### src/rtl/word_serializer_pkg.sv
// Shared definitions for the serial operand bus transmitter and its receiver-side controller.
package word_serializer_pkg;

  // Two-state transfer controller: waiting for a word, or shifting one out.
  typedef enum logic [0:0] {
    ST_IDLE,
    ST_SHIFT
  } state_e;

  // Bit counter width able to hold the value SIZE itself (counts SIZE down to 1).
  function automatic int unsigned cnt_width(input int unsigned size);
    return $clog2(size + 1);
  endfunction

endpackage

### src/rtl/word_serializer.sv
// Parallel-to-serial transmitter: accepts a SIZE-bit word on a valid/ready handshake and
// shifts it out MSB-first with one sen strobe per bit. A stall freezes all progress.
module word_serializer
  import word_serializer_pkg::*;
#(
  parameter int unsigned SIZE = 8
) (
  input  logic            clk,
  input  logic            rst_n,
  input  logic            load_valid,
  input  logic [SIZE-1:0] load_data,
  output logic            load_ready,
  input  logic            stall,
  output logic            sd,
  output logic            sen,
  output logic            done
);

  localparam int unsigned     CntW    = cnt_width(SIZE);
  localparam logic [CntW-1:0] CntInit = CntW'(SIZE);
  localparam logic [CntW-1:0] CntOne  = CntW'(1);

  state_e            state_q, state_d;
  logic [SIZE-1:0]   shreg_q, shreg_d;
  logic [CntW-1:0]   cnt_q, cnt_d;
  logic              done_q, done_d;

  // Next-state and output decode; sd/sen stay combinational so stall acts in the same cycle.
  always_comb begin
    state_d    = state_q;
    shreg_d    = shreg_q;
    cnt_d      = cnt_q;
    done_d     = 1'b0;
    load_ready = 1'b0;
    sen        = 1'b0;
    sd         = 1'b0;

    unique case (state_q)
      ST_IDLE: begin
        load_ready = 1'b1;
        if (load_valid) begin
          shreg_d = load_data;
          cnt_d   = CntInit;
          state_d = ST_SHIFT;
        end
      end

      ST_SHIFT: begin
        sen = ~stall;
        if (!stall) begin
          sd      = shreg_q[SIZE-1];
          shreg_d = {shreg_q[SIZE-2:0], 1'b0};
          cnt_d   = cnt_q - CntOne;
          // Last bit leaves this cycle: done is seen in the first idle cycle.
          if (cnt_q == CntOne) begin
            state_d = ST_IDLE;
            done_d  = 1'b1;
          end
        end
      end

      default: begin
        state_d = ST_IDLE;
      end
    endcase
  end

  // State register with synchronous active-low reset; a reset drops any partial word.
  always_ff @(posedge clk) begin
    if (!rst_n) begin
      state_q <= ST_IDLE;
      shreg_q <= '0;
      cnt_q   <= '0;
      done_q  <= 1'b0;
    end else begin
      state_q <= state_d;
      shreg_q <= shreg_d;
      cnt_q   <= cnt_d;
      done_q  <= done_d;
    end
  end

  assign done = done_q;

endmodule
### config.mk
export PLATFORM = sky130hd
export DESIGN_NAME = word_serializer
export DESIGN_NICKNAME = d
export VERILOG_FILES = /design/src/rtl/word_serializer_pkg.sv /design/src/rtl/word_serializer.sv
export SDC_FILE = /design/constraint.sdc
export NUM_CORES = 1
export LEC_CHECK = 0
export ABC_AREA = 0
export BUFFER_PORTS_ARGS = -buffer_cell sky130_fd_sc_hd__buf_2
export CORE_MARGIN = 3
export CORE_UTILIZATION = 30
export CTS_BUF_LIST = sky130_fd_sc_hd__clkbuf_4 sky130_fd_sc_hd__clkbuf_8 sky130_fd_sc_hd__clkbuf_16
export DETAILED_ROUTE_END_ITERATION = 6
export PLACE_DENSITY = 0.55
export SYNTH_ARGS = -nofsm -noshare
export SYNTH_HDL_FRONTEND = slang
export SYNTH_SLANG_ARGS = --single-unit
### constraint.sdc
create_clock -name clk -period 1.36 [get_ports clk]
set_clock_uncertainty 0.05 [all_clocks]
set_input_delay 0.272 -clock clk [delete_from_list [all_inputs] [get_ports clk]]
set_output_delay 0.272 -clock clk [all_outputs]
set_load 0.01 [all_outputs]
==> results, run 1 <==
- The flow ran to the end, and the final reports show no timing, DRC or antenna violations.
- In the final routed layout, each cell accounts on average for 12.10 um.
- The worst-case clock buffer depth is 2.
- The first TritonRoute pass finished after 4 iterations.
- The layout net count is roughly 110.
- The die covers between 2000 and 3000 um^2.
- The met3 layer wire length in the routed design is 96 um.
- By area the synthesized netlist is led by sky130_fd_sc_hd__dfxtp_1 43%, sky130_fd_sc_hd__mux2i_1 11%, sky130_fd_sc_hd__a211oi_1 8.0%.
- Timing would allow up to about 740 MHz.
- The fraction of post-synthesis cell area in the top cell type by area is 42.91%.
- The boundary pin count is 16.
- The die outline height is 52.66 um.
- The number of H-tree levels is 1.
- The routed design uses 689 um of met2 wire.
- The number of global-route vias before repair came to 533.
- Setup repair after global routing could not meet its margin everywhere.
- The detailed router put a total of approximately 700 um of wire on met1.
- The first global-routing pass estimated roughly 2.5 mm of wire.
- The power per cell area is 1091 nW/um^2.
- Of all flip-flops after synthesis, the portion carrying an async set or reset was 0%.
- The data required time of the critical path is 1.04 ns.
- The CTS tree is done.
- The initial antenna violation count was 0.
- Across all register-to-register paths, the minimum setup slack is about 0.070 ns.
- In the final layout, the share of cells above drive strength 1 is 35.71%.
- From synthesis to final layout, the design area changed by 33.72%.
- For this run, design rule violations remaining after detail routing come to 0.
- Routability-driven placement finished with a final weighted congestion of between 0.7 and 0.8.
- The number of distinct standard cells referenced by the synthesized netlist is 23.
- The pin count of the biggest net entering global routing is 13.
- Sorting the synthesized cells by how often they occur yields 14 x sky130_fd_sc_hd__dfxtp_1, 8 x sky130_fd_sc_hd__nor3_1, 7 x sky130_fd_sc_hd__a211oi_1, 7 x sky130_fd_sc_hd__mux2i_1.
- The largest total area in the synthesized netlist belongs to sky130_fd_sc_hd__dfxtp_1.
- The max-slew violation count is 0.
- The maximum ir drop on the vdd rail is around 530 uV.
- The tightest min-delay check is of the in -> reg type.
- Counting every instance in the synthesized netlist gives between 70 and 80.
- The relative max-transition margin is between 70% and 80%.
- The synthesized design contains 0 enable-type register cells.
- After synthesis, flip-flops and latches occupy a little over two fifths of the total area.
- STA classifies the critical path startpoint as a flop.
- The quantity of I/O buffers inserted on ports is 15.
- Of the available clock period, the critical path in the final layout requires roughly 100%.
- The placement row count is 16.
- The most numerous cell in the Yosys netlist is sky130_fd_sc_hd__dfxtp_1.
- The count of nets left with antenna violations once routing finished came out at 0.
- In the synthesized netlist the dominant register cell turns out to be sky130_fd_sc_hd__dfxtp_1.
- The number of nets in the synthesized netlist is 87.
- Data on the critical path arrives at its endpoint at between 1 and 1.5 ns.
- The buffer type at the clock tree root is sky130_fd_sc_hd__clkbuf_4.
- The number of antenna diodes in the final layout is 0.
- The wire-length estimate of the detail-placed layout is 1.043 mm.
- The number of buffers added by the clock tree synthesis step is 3.
- STA classifies the critical path endpoint as an output pin.
- Global routing consumed, over all layers together, roughly 12% of the routing resources.
- The initial utilization of the core area, before any placement, comes to 32.62%.
- After clock tree synthesis, the clock-pin slew on the worst setup and hold paths is 0.09 ns.
- The die is around 53 um wide.
- Counting tap cells, the placed design contains a total of around 120 instances.
- The count of final hold-check violations was 0.
- The count of state elements after synthesis is 14.
- The tool flagged a number of max-cap violations equal to 0.
- A synthesized cell averages 8.947 um^2.
- Setup violations remaining at the end of the flow were counted as 0.
- Cells fill between 40 and 50% of the core in the end.
- After layout, the minimum clock period comes to approximately 1.3 ns.
- By startpoint and endpoint, the worst setup path is classified as reg -> out.
- In this run the static leakage power is approximately 0.38 nW.
- The Yosys step of the flow raised 0 warnings.
- The via total after detailed routing is around 600.
- The iteration-0 DRC count of the detailed router is 8.
- The residual overflow from global routing is 0.
- The area of the placeable core is between 2000 and 2500 um^2.
- The biggest fanout along the worst timing path is 4.
- The later-pin clock latency in the skew report is ~0.28 ns.
- The highest routing layer actually used is met4.
- For this block, the routed nets add up to 1.513 mm of wire.
- The post-detailed-route via-to-cell ratio is about 4.8.
- Excluding fillers, the count of instances in the completed layout stands at around 130.
- For the pin with the worst max-slew slack, the measured transition is around 0.38 ns.
- The number of clock sinks seen by CTS is 14.
- The post-synthesis instance area is between 600 and 700 um^2.
-- cells by family after synthesis --
family                   synth area share (%)
AO/OA/AOI/OAI                           15.90
adder cells (fa/ha/maj)                 3.831
buffers and inverters                   5.938
flip-flops                              42.91
multiplexers                            10.73
AND/OR/NAND/NOR                         20.69
-- sequential cells by signal, summed over array words and instances (netlist names) --
| signal | flops |
|---|---|
| shreg_q | 8 |
| done | 1 |
| cnt_q | 4 |
| state_q | 1 |
-- final timing paths --
path                              to  cells past startpoint               startpoint
min          shreg_q[0]$_SDFFE_PN0P_                      3             load_data[0]
max reg2reg    cnt_q[3]$_SDFFE_PN0P_                      3    cnt_q[0]$_SDFFE_PN0P_
max                               sd                      4       state_q$_SDFF_PN0_
min reg2reg  shreg_q[0]$_SDFFE_PN0P_                      2  shreg_q[0]$_SDFFE_PN0P_
-- worst max-delay path: stages, from the launching register on --
cell and delay, ns:
sky130_fd_sc_hd__dfxtp_4 0.38, sky130_fd_sc_hd__nand2b_4 0.09, sky130_fd_sc_hd__inv_4 0.04, sky130_fd_sc_hd__and2_1 0.12
sky130_fd_sc_hd__buf_2 0.13
-- layout make-up --
class | instances | area, um^2
Clock buffer | 4 | 36.28
Multi-Input combinational cell | 50 | 344.1
Timing Repair Buffer | 25 | 153.9
Sequential cell | 14 | 284.0
Inverter | 5 | 21.27
Fill cell | 194 | 1129
Tap cell | 27 | 33.78
-- cells in the final DEF (no fill, tap or decap), drive strengths merged --
master and count:
and2 1, mux2i 7, or4 1, a311oi 1
nand2b 3, nor2 4, a211oi 7, o21ai 1
o21ba 1, nand3 3, buf 25, a21oi 4
o21a 1, nor3b 1, dfxtp 14, clkbuf 4
nor2b 1, inv 5, nor3 8, nand2 4
ha 2
-- power breakdown --
part	switching (mW)	internal [mW]	total [mW]
combinational	0.0875	0.0953	0.183
sequential	0.0214	0.443	0.464
clock	0.143	0.163	0.306
-- routing by layer --
layer | vias to the layer above | GRT usage (%)
met5 | - | 0
met4 | 0 | 8.085
met3 | 4 | 5.128
met2 | 20 | 18.80
met1 | 263 | 13.95
li1 | 309 | -
-- metrics by stage --
step / setup WS [ns] / power [mW] / setup TNS [ns] / area [um^2] / hold slack (ns)
after floorplan: 0.09120 / 0.5801 / 0 / 653.1 / 0.3397
after global placement: 0.07781 / 0.6367 / 0 / 787.0 / 0.4144
after detailed placement: 0.05079 / 0.6383 / 0 / 787.0 / 0.4131
after CTS: 0.01303 / 0.9633 / 0 / 868.3 / 0.1646
after global routing: -0.03321 / 1.010 / -0.03601 / 873.3 / 0.1607
final: 0.01188 / 0.9529 / 0 / 873.3 / 0.1698
-- repair_timing --
item                       CTS  global route
buffers inserted             4             0
setup endpoints to repair    3             6
resized for setup            4             2
pin swaps                    1             0
hold buffers                 0             0
Power figures use the tool's default switching activity.
==> run 2: changes to the inputs <==
==> constraint.sdc (replaced) <==
create_clock -name clk -period 1.36 [get_ports clk]
set_clock_uncertainty 0.05 [all_clocks]
set_input_delay 0.204 -clock clk [delete_from_list [all_inputs] [get_ports clk]]
set_output_delay 0.204 -clock clk [all_outputs]
set_load 0.01 [all_outputs]
==> run 2 against run 1 <==
  * Wire length down 9.2%
  * Critical path depth down 1
  * Maximum frequency up 2.7%
  * Setup slack better by 0.035 ns
  * Non-clock buffer count down 5
  * Sequential share of layout area up 1.6 points
  * Sequential power about the same
  * Clock power down 4%
  * Register-to-register slack worse by 0.02 ns
  * Final cell count down 4.0%
  * Die area unchanged
  * Combinational power down 11%
  * Largest cell class unchanged
  * Highest routed layer is now met3
==> results, run 2 (same netlist as run 1, synthesis figures left out) <==
- The library cells used most frequently in the layout, excluding fill and tap cells, are 15 x sky130_fd_sc_hd__buf_2, 13 x sky130_fd_sc_hd__dfxtp_1, 8 x sky130_fd_sc_hd__nor3_1.
- The number of global-route vias before repair was 552 (+3.6%).
- The x dimension of the die is 52.66 um (unchanged).
- The later-pin clock latency in the skew report was 0.27 ns (about the same).
- The last weighted congestion value of the routability-driven placer was 0.7822 (+1.6%).
- The post-detailed-route via-to-cell ratio came to 4.783 (+0.32%).
- The setup slack on the worst flop-to-flop path is 0.05 ns (-0.02 ns).
- Setup repair after global routing left no endpoint under its margin.
- The number of cell instances on the worst register-to-register path came to 3 (unchanged).
- The iteration-0 DRC count of the detailed router was 10 (+2).
- The top register by number of flip-flops is shreg_q.
- The transition time of the tightest slew-check pin is 0.3873 ns (+0.01036 ns).
- The start-to-end type of the worst setup path is reg -> reg.
- The residual overflow from global routing is 0 (unchanged).
- The initial antenna violation count is 0 (unchanged).
- The maximum ir drop on the vdd rail is 382.3 uV (-28%).
- The combinational share of power is 17.6% (-1.6 points).
- The layout net count was 108 (-4.4%).
- The area of the placeable core is 2002 um^2 (unchanged).
- The relative max-transition margin is 74.06% (-0.78 points).
- The die outline height came to 52.66 um (unchanged).
- The via total after detailed routing came to 574 (-3.7%).
- The clock transition at the registers of the reported paths is 0.08 ns (about the same).
- The beginning of the critical path is cnt_q[0]$_SDFFE_PN0P_.
- The number of clock sinks seen by CTS came to 14 (unchanged).
- The upper clock frequency limit is 761.4 MHz (+2.7%).
- The initial core utilization is 32.62% (unchanged).
- The data required time of the critical path is 1.48 ns (+0.44 ns).
- The worst hold path belongs to the class in -> reg.
- The endpoint class of the critical path is a flop.
- The utilization of the core after routing was 41.56% (-2.1 points).
- The number of design rule violations left after detail routing was 0 (unchanged).
- TritonCTS built the clock tree.
- The most frequent standard cell in the layout excluding fill and tap cells is sky130_fd_sc_hd__buf_2.
- The boundary pin count is 16 (unchanged).
- The biggest fanout along the worst timing path is 4 (unchanged).
- The number of inserted diodes is 0 (unchanged).
- The hold-critical path depth came to 3 (unchanged).
- The post-layout minimum cycle time is 1.313 ns (-0.03481 ns).
- The power per cell area is 1108 nW/um^2 (+1.5%).
- The count of TritonRoute iterations in the first routing pass is 4 (unchanged).
- The setup violation total in the final timing report is 0 (unchanged).
- The leakage power summed over all cells is 0.3595 nW (-6.4%).
- The die outline area is 2773 um^2 (unchanged).
- The flip-flop count of the largest register, all copies and words added was 8 (unchanged).
- For this design, the slowest cell found on the critical path is sky130_fd_sc_hd__or4_4.
- The switching share of power came to 25.37% (-1.1 points).
- The max-capacitance violation count was 0 (unchanged).
- The routed wire length came to 1.374 mm (-9.2%).
- The fill cell total of the finished layout came to 200 (+3.1%).
- Walking the worst path, the cells encountered are or4_4, o21ai_1, o21ba_2.
- The max-slew violation count is 0 (unchanged).
- The placement row count came to 16 (unchanged).
- The count of nets left with antenna violations after detail routing came to 0 (unchanged).
- The pin count of the biggest net entering global routing is 13 (unchanged).
- The worst setup path endpoint is cnt_q[3]$_SDFFE_PN0P_.
- The sequential group share of total power is 50.6% (+1.9 points).
- The worst setup path is launched from a flop.
- The wire length per cell after detailed routing was 11.45 um (-5.4%).
- The global router's overall resource usage is 11.67% (-0.69 points).
- The largest registers in the layout are shreg_q (8), cnt_q (4).
- The ratio of cells with drive above 1 in the final layout is 32.26% (-3.5 points).
- The share of the clock period used by the worst path is 96.57% (-2.6 points).
- The first-pass GRT wire length is 2.415 mm (-1.9%).
- The peak per-stage delay on the critical path came to 0.54 ns (+0.16 ns).
- The power dissipated by switching net loads came to 233.8 uW (-7.2%).
- The count of final hold-check violations is 0 (unchanged).
- The worst register-to-register path begins at cnt_q[0]$_SDFFE_PN0P_.
- The tree is rooted in a sky130_fd_sc_hd__clkbuf_4.
- In this run the critical register-to-register path is captured at cnt_q[3]$_SDFFE_PN0P_.
- The quantity of I/O buffers inserted on ports is 15 (unchanged).
- The flow ran to the end, and the final reports show no timing, DRC or antenna violations.
- The relative contribution of the clock network to total power is 31.8% (-0.3 points).
- The critical path data arrival time is 1.44 ns (+0.41 ns).
- The internal power is 687.8 uW (-1.9%).
- The half-perimeter wire length after detailed placement was 1.016 mm (-2.5%).
- The number of buffers added by the clock tree synthesis step is 3 (unchanged).
- The total of hold buffers inserted after clock tree synthesis is 0 (unchanged).
- The number of H-tree levels was 1 (unchanged).
- The worst-case clock buffer depth came to 2 (unchanged).
- The worst hold slack is 0.1163 ns (-0.05349 ns).
- The layout-stage area growth over the synthesis result is 27.39%.
-- run 2: critical path: cells and delay by family, from the launching register on --
kind / cells / cell delay [ns]
and+or+nand+nor: 1 / 0.54
DFF: 1 / 0.34
AOI/OAI and AO/OA: 2 / 0.29
-- run 2: how the worst min path moves through the flow --
stage / start / endpoint
2_1_floorplan: rst_n / cnt_q[1]$_SDFFE_PN0P_
3_3_place_gp: rst_n / cnt_q[1]$_SDFFE_PN0P_
3_5_place_dp: load_data[0] / shreg_q[0]$_SDFFE_PN0P_
4_1_cts: load_data[0] / shreg_q[0]$_SDFFE_PN0P_
5_1_grt: rst_n / cnt_q[1]$_SDFFE_PN0P_
6_report: load_data[0] / shreg_q[0]$_SDFFE_PN0P_
-- run 2: stage by stage --
stage | cells | setup WS, ns | power (mW) | TNS, ns | instance area (um^2)
final | 120 | 0.04669 | 0.9216 | 0 | 832.0
after global routing | 120 | 0.003833 | 0.9782 | 0 | 832.0
after CTS | 120 | 0.04424 | 0.9371 | 0 | 832.0
after detailed placement | 115 | -0.008899 | 0.6328 | -0.008899 | 772.0
after global placement | 115 | 0.05010 | 0.6306 | 0 | 772.0
after floorplan | 73 | 0.09120 | 0.5801 | 0 | 653.1
-- run 2: repair_timing --
action / in CTS / in global routing
buffers inserted: 1 / 0
setup endpoints to repair: 10 / 0
gates resized for setup: 5 / 0
-- run 2: final cells by class --
cell class,instances,area [um^2],area share [%]
inverters,5,21.27,2.556
well taps,27,33.78,4.060
repair buffers,20,112.6,13.53
clock buffers,4,36.28,4.361
multi-input cells,50,344.1,41.35
flip-flops and latches,14,284.0,34.14
-- run 2: layer usage --
layer | routed length (um) | GRT usage [%] | vias to the layer above
li1 | - | - | 302
met1 | 671 | 15.21 | 260
met2 | 643 | 18.60 | 12
met3 | 59 | 2.849 | 0
met4 | 0 | 3.830 | 0
met5 | 0 | 0 | -
-- run 2: power by group through the flow --
stage	registers (mW)	logic, mW	clock network [mW]
after floorplan	0.468	0.112	0
after global placement	0.474	0.157	0
after detailed placement	0.475	0.158	0
after CTS	0.466	0.165	0.306
after global routing	0.472	0.186	0.320
final	0.466	0.162	0.293
==> run 3: changes to the inputs <==
Settings changed: CTS_BUF_LIST sky130_fd_sc_hd__clkbuf_4 sky130_fd_sc_hd__clkbuf_8 sky130_fd_sc_hd__clkbuf_16 to sky130_fd_sc_hd__clkbuf_8.
==> run 3 against run 2 <==
  * Critical path depth is the same
  * Sequential power is essentially flat
  * Wire length grew 2.8%
  * Critical path type unchanged
==> results, run 3 (same netlist as run 1, synthesis figures left out) <==
- The run finished with clean final reports.
- The global router's overall resource usage came to 12.20% (+0.53 points).
- Relative to the synthesized area, the layout overhead comes to 31.42%.
- The die outline area came to 2773 um^2 (unchanged).
- The buffer type at the clock tree root is sky130_fd_sc_hd__clkbuf_8.
- The count of TritonRoute iterations in the first routing pass is 4 (unchanged).
- The area of the placeable core came to 2002 um^2 (unchanged).
- The power dissipated by switching net loads was 248.7 uW (+6.3%).
- The residual overflow from global routing was 0 (unchanged).
- The post-detailed-route via-to-cell ratio is 4.818 (+0.73%).
- The routed wire length came to 1.412 mm (+2.8%).
- The combinational share of power is 16.1% (-1.5 points).
- The endpoint class of the critical path is a flop.
- The die outline height was 52.66 um (unchanged).
- The post-layout minimum cycle time was 1.308 ns (-0.005114 ns).
- The data required time of the critical path came to 1.45 ns (-0.03 ns).
- The power per cell area is 1203 nW/um^2 (+8.6%).
- The largest registers in the layout are shreg_q (8), cnt_q (4).
- The quantity of I/O buffers inserted on ports was 15 (unchanged).
- The pin count of the biggest net entering global routing came to 13 (unchanged).
- The relative max-transition margin is 72.87% (-1.2 points).
- The most frequent standard cell in the layout excluding fill and tap cells is sky130_fd_sc_hd__buf_2.
- The boundary pin count is 16 (unchanged).
- The area used by multi-input combinational logic was 344.1 um^2 (unchanged).
- The summed negative setup slack over all endpoints is 0 ns (unchanged).
- The total design power is 1.033 mW (+12%).
- The number of H-tree levels is 1 (unchanged).
- The via total after detailed routing came to 583 (+1.6%).
- The internal power is 784.1 uW (+14%).
- The library cells used most frequently in the layout, excluding fill and tap cells, are 15 x sky130_fd_sc_hd__buf_2, 13 x sky130_fd_sc_hd__dfxtp_1, 8 x sky130_fd_sc_hd__nor3_1.
- The ratio of cells with drive above 1 in the final layout is 32.98% (+0.72 points).
- The leakage power summed over all cells is 0.3725 nW (+3.6%).
- The number of global-route vias before repair is 553 (+0.18%).
- Setup repair after global routing left no endpoint under its margin.
- The last weighted congestion value of the routability-driven placer came to 0.7822 (unchanged).
- The worst hold slack is 0.1513 ns (+0.03502 ns).
- The worst-case clock buffer depth is 2 (unchanged).
- The relative contribution of the clock network to total power is 38.7% (+6.9 points).
- The iteration-0 DRC count of the detailed router came to 4 (-6).
- The max-capacitance violation count is 0 (unchanged).
- The wire length per cell after detailed routing is 11.67 um (+1.9%).
- The worst setup path is launched from a flop.
- The later-pin clock latency in the skew report came to 0.24 ns (-0.03 ns).
- The first-pass GRT wire length is 2.484 mm (+2.9%).
- The path type of the worst min-delay path is in -> reg.
- The max-slew violation count is 0 (unchanged).
- The critical path data arrival time is 1.40 ns (-0.04 ns).
- The initial core utilization came to 32.62% (unchanged).
- More flip-flops sit in one register than any other, and that register is shreg_q.
- The upper clock frequency limit came to 764.4 MHz (+0.39%).
- The storage element area is 284.0 um^2 (unchanged).
- The number of design rule violations left after detail routing is 0 (unchanged).
- The utilization of the core after routing is 42.88% (+1.3 points).
- The transition time of the tightest slew-check pin is 0.4064 ns (+0.01912 ns).
- The layout net count is 109 (+0.93%).
- The total of hold buffers inserted after clock tree synthesis was 0 (unchanged).
- The number of buffers added by the clock tree synthesis step is 3 (unchanged).
- The initial antenna violation count is 0 (unchanged).
- The clock transition at the registers of the reported paths was 0.06 ns (-0.02 ns).
- The setup violation total in the final timing report was 0 (unchanged).
- TritonCTS built the clock tree.
- The count of nets left with antenna violations after detail routing is 0 (unchanged).
- The share of the clock period used by the worst path is 96.19% (-0.38 points).
- The critical path in this run is classified as reg -> reg.
- The half-perimeter wire length after detailed placement is 1.016 mm (unchanged).
- The fill cell total of the finished layout is 199 (-0.50%).
- The flip-flop count of the largest register, all copies and words added is 8 (unchanged).
- The switching share of power came to 24.08% (-1.3 points).
- The biggest fanout along the worst timing path came to 4 (unchanged).
- The count of final hold-check violations is 0 (unchanged).
- The sequential group share of total power is 45.2% (-5.4 points).
- The placement row count came to 16 (unchanged).
- The number of inserted diodes is 0 (unchanged).
- The x dimension of the die is 52.66 um (unchanged).
- The number of clock sinks seen by CTS came to 14 (unchanged).
- The maximum ir drop on the vdd rail is 378.1 uV (-1.1%).
-- run 3: repair_timing --
action / in CTS / in global routing
pin swaps: 0 / 0
setup buffers: 2 / 0
hold endpoints to repair: 0 / 0
endpoints found under the setup margin: 7 / 11
resized for setup: 2 / 3
-- run 3: final timing paths --
check / slack, ns / depth (start not counted) / from / end
max: 0.05 / 3 / cnt_q[0]$_SDFFE_PN0P_ / cnt_q[3]$_SDFFE_PN0P_
min: 0.15 / 3 / load_data[0] / shreg_q[0]$_SDFFE_PN0P_
max reg2reg: 0.05 / 3 / cnt_q[0]$_SDFFE_PN0P_ / cnt_q[3]$_SDFFE_PN0P_
min reg2reg: 0.42 / 2 / shreg_q[0]$_SDFFE_PN0P_ / shreg_q[0]$_SDFFE_PN0P_
-- run 3: worst max-delay path, stage by stage (launching register included) --
cell                      delay (ns)
sky130_fd_sc_hd__dfxtp_1        0.33
sky130_fd_sc_hd__or4_4          0.54
sky130_fd_sc_hd__o21ai_1        0.13
sky130_fd_sc_hd__o21ba_2        0.16
-- run 3: layout make-up --
cell class                      instances  share of cell area, %
Multi-Input combinational cell         50                  40.09
Sequential cell                        14                  33.09
Timing Repair Buffer                   21                  13.99
Clock buffer                            4                  6.414
Tap cell                               27                  3.936
Inverter                                5                  2.478
-- run 3: stage by stage --
step	setup slack (ns)	std cells	cell area [um^2]
after floorplan	0.09120	73	653.1
after global placement	0.05010	115	772.0
after detailed placement	-0.008899	115	772.0
after CTS	-0.004022	121	845.8
after global routing	0.01109	121	858.3
final	0.05180	121	858.3
-- run 3: metal layers --
metal / vias up / part of all wire, % / global-route usage (%)
met2: 15 / 47 / 18.80
met3: 0 / 5.5 / 3.704
li1: 304 / - / -
met4: 0 / 0 / 5.106
met5: - / 0 / 0
met1: 264 / 48 / 15.56
-- run 3: power by group through the flow --
stage          registers [mW]  logic, mW  clock network, mW
6_report                0.467      0.166              0.400
4_1_cts                 0.467      0.165              0.411
2_1_floorplan           0.468      0.112                  0
3_5_place_dp            0.475      0.158                  0
3_3_place_gp            0.474      0.157                  0
5_1_grt                 0.473      0.188              0.430
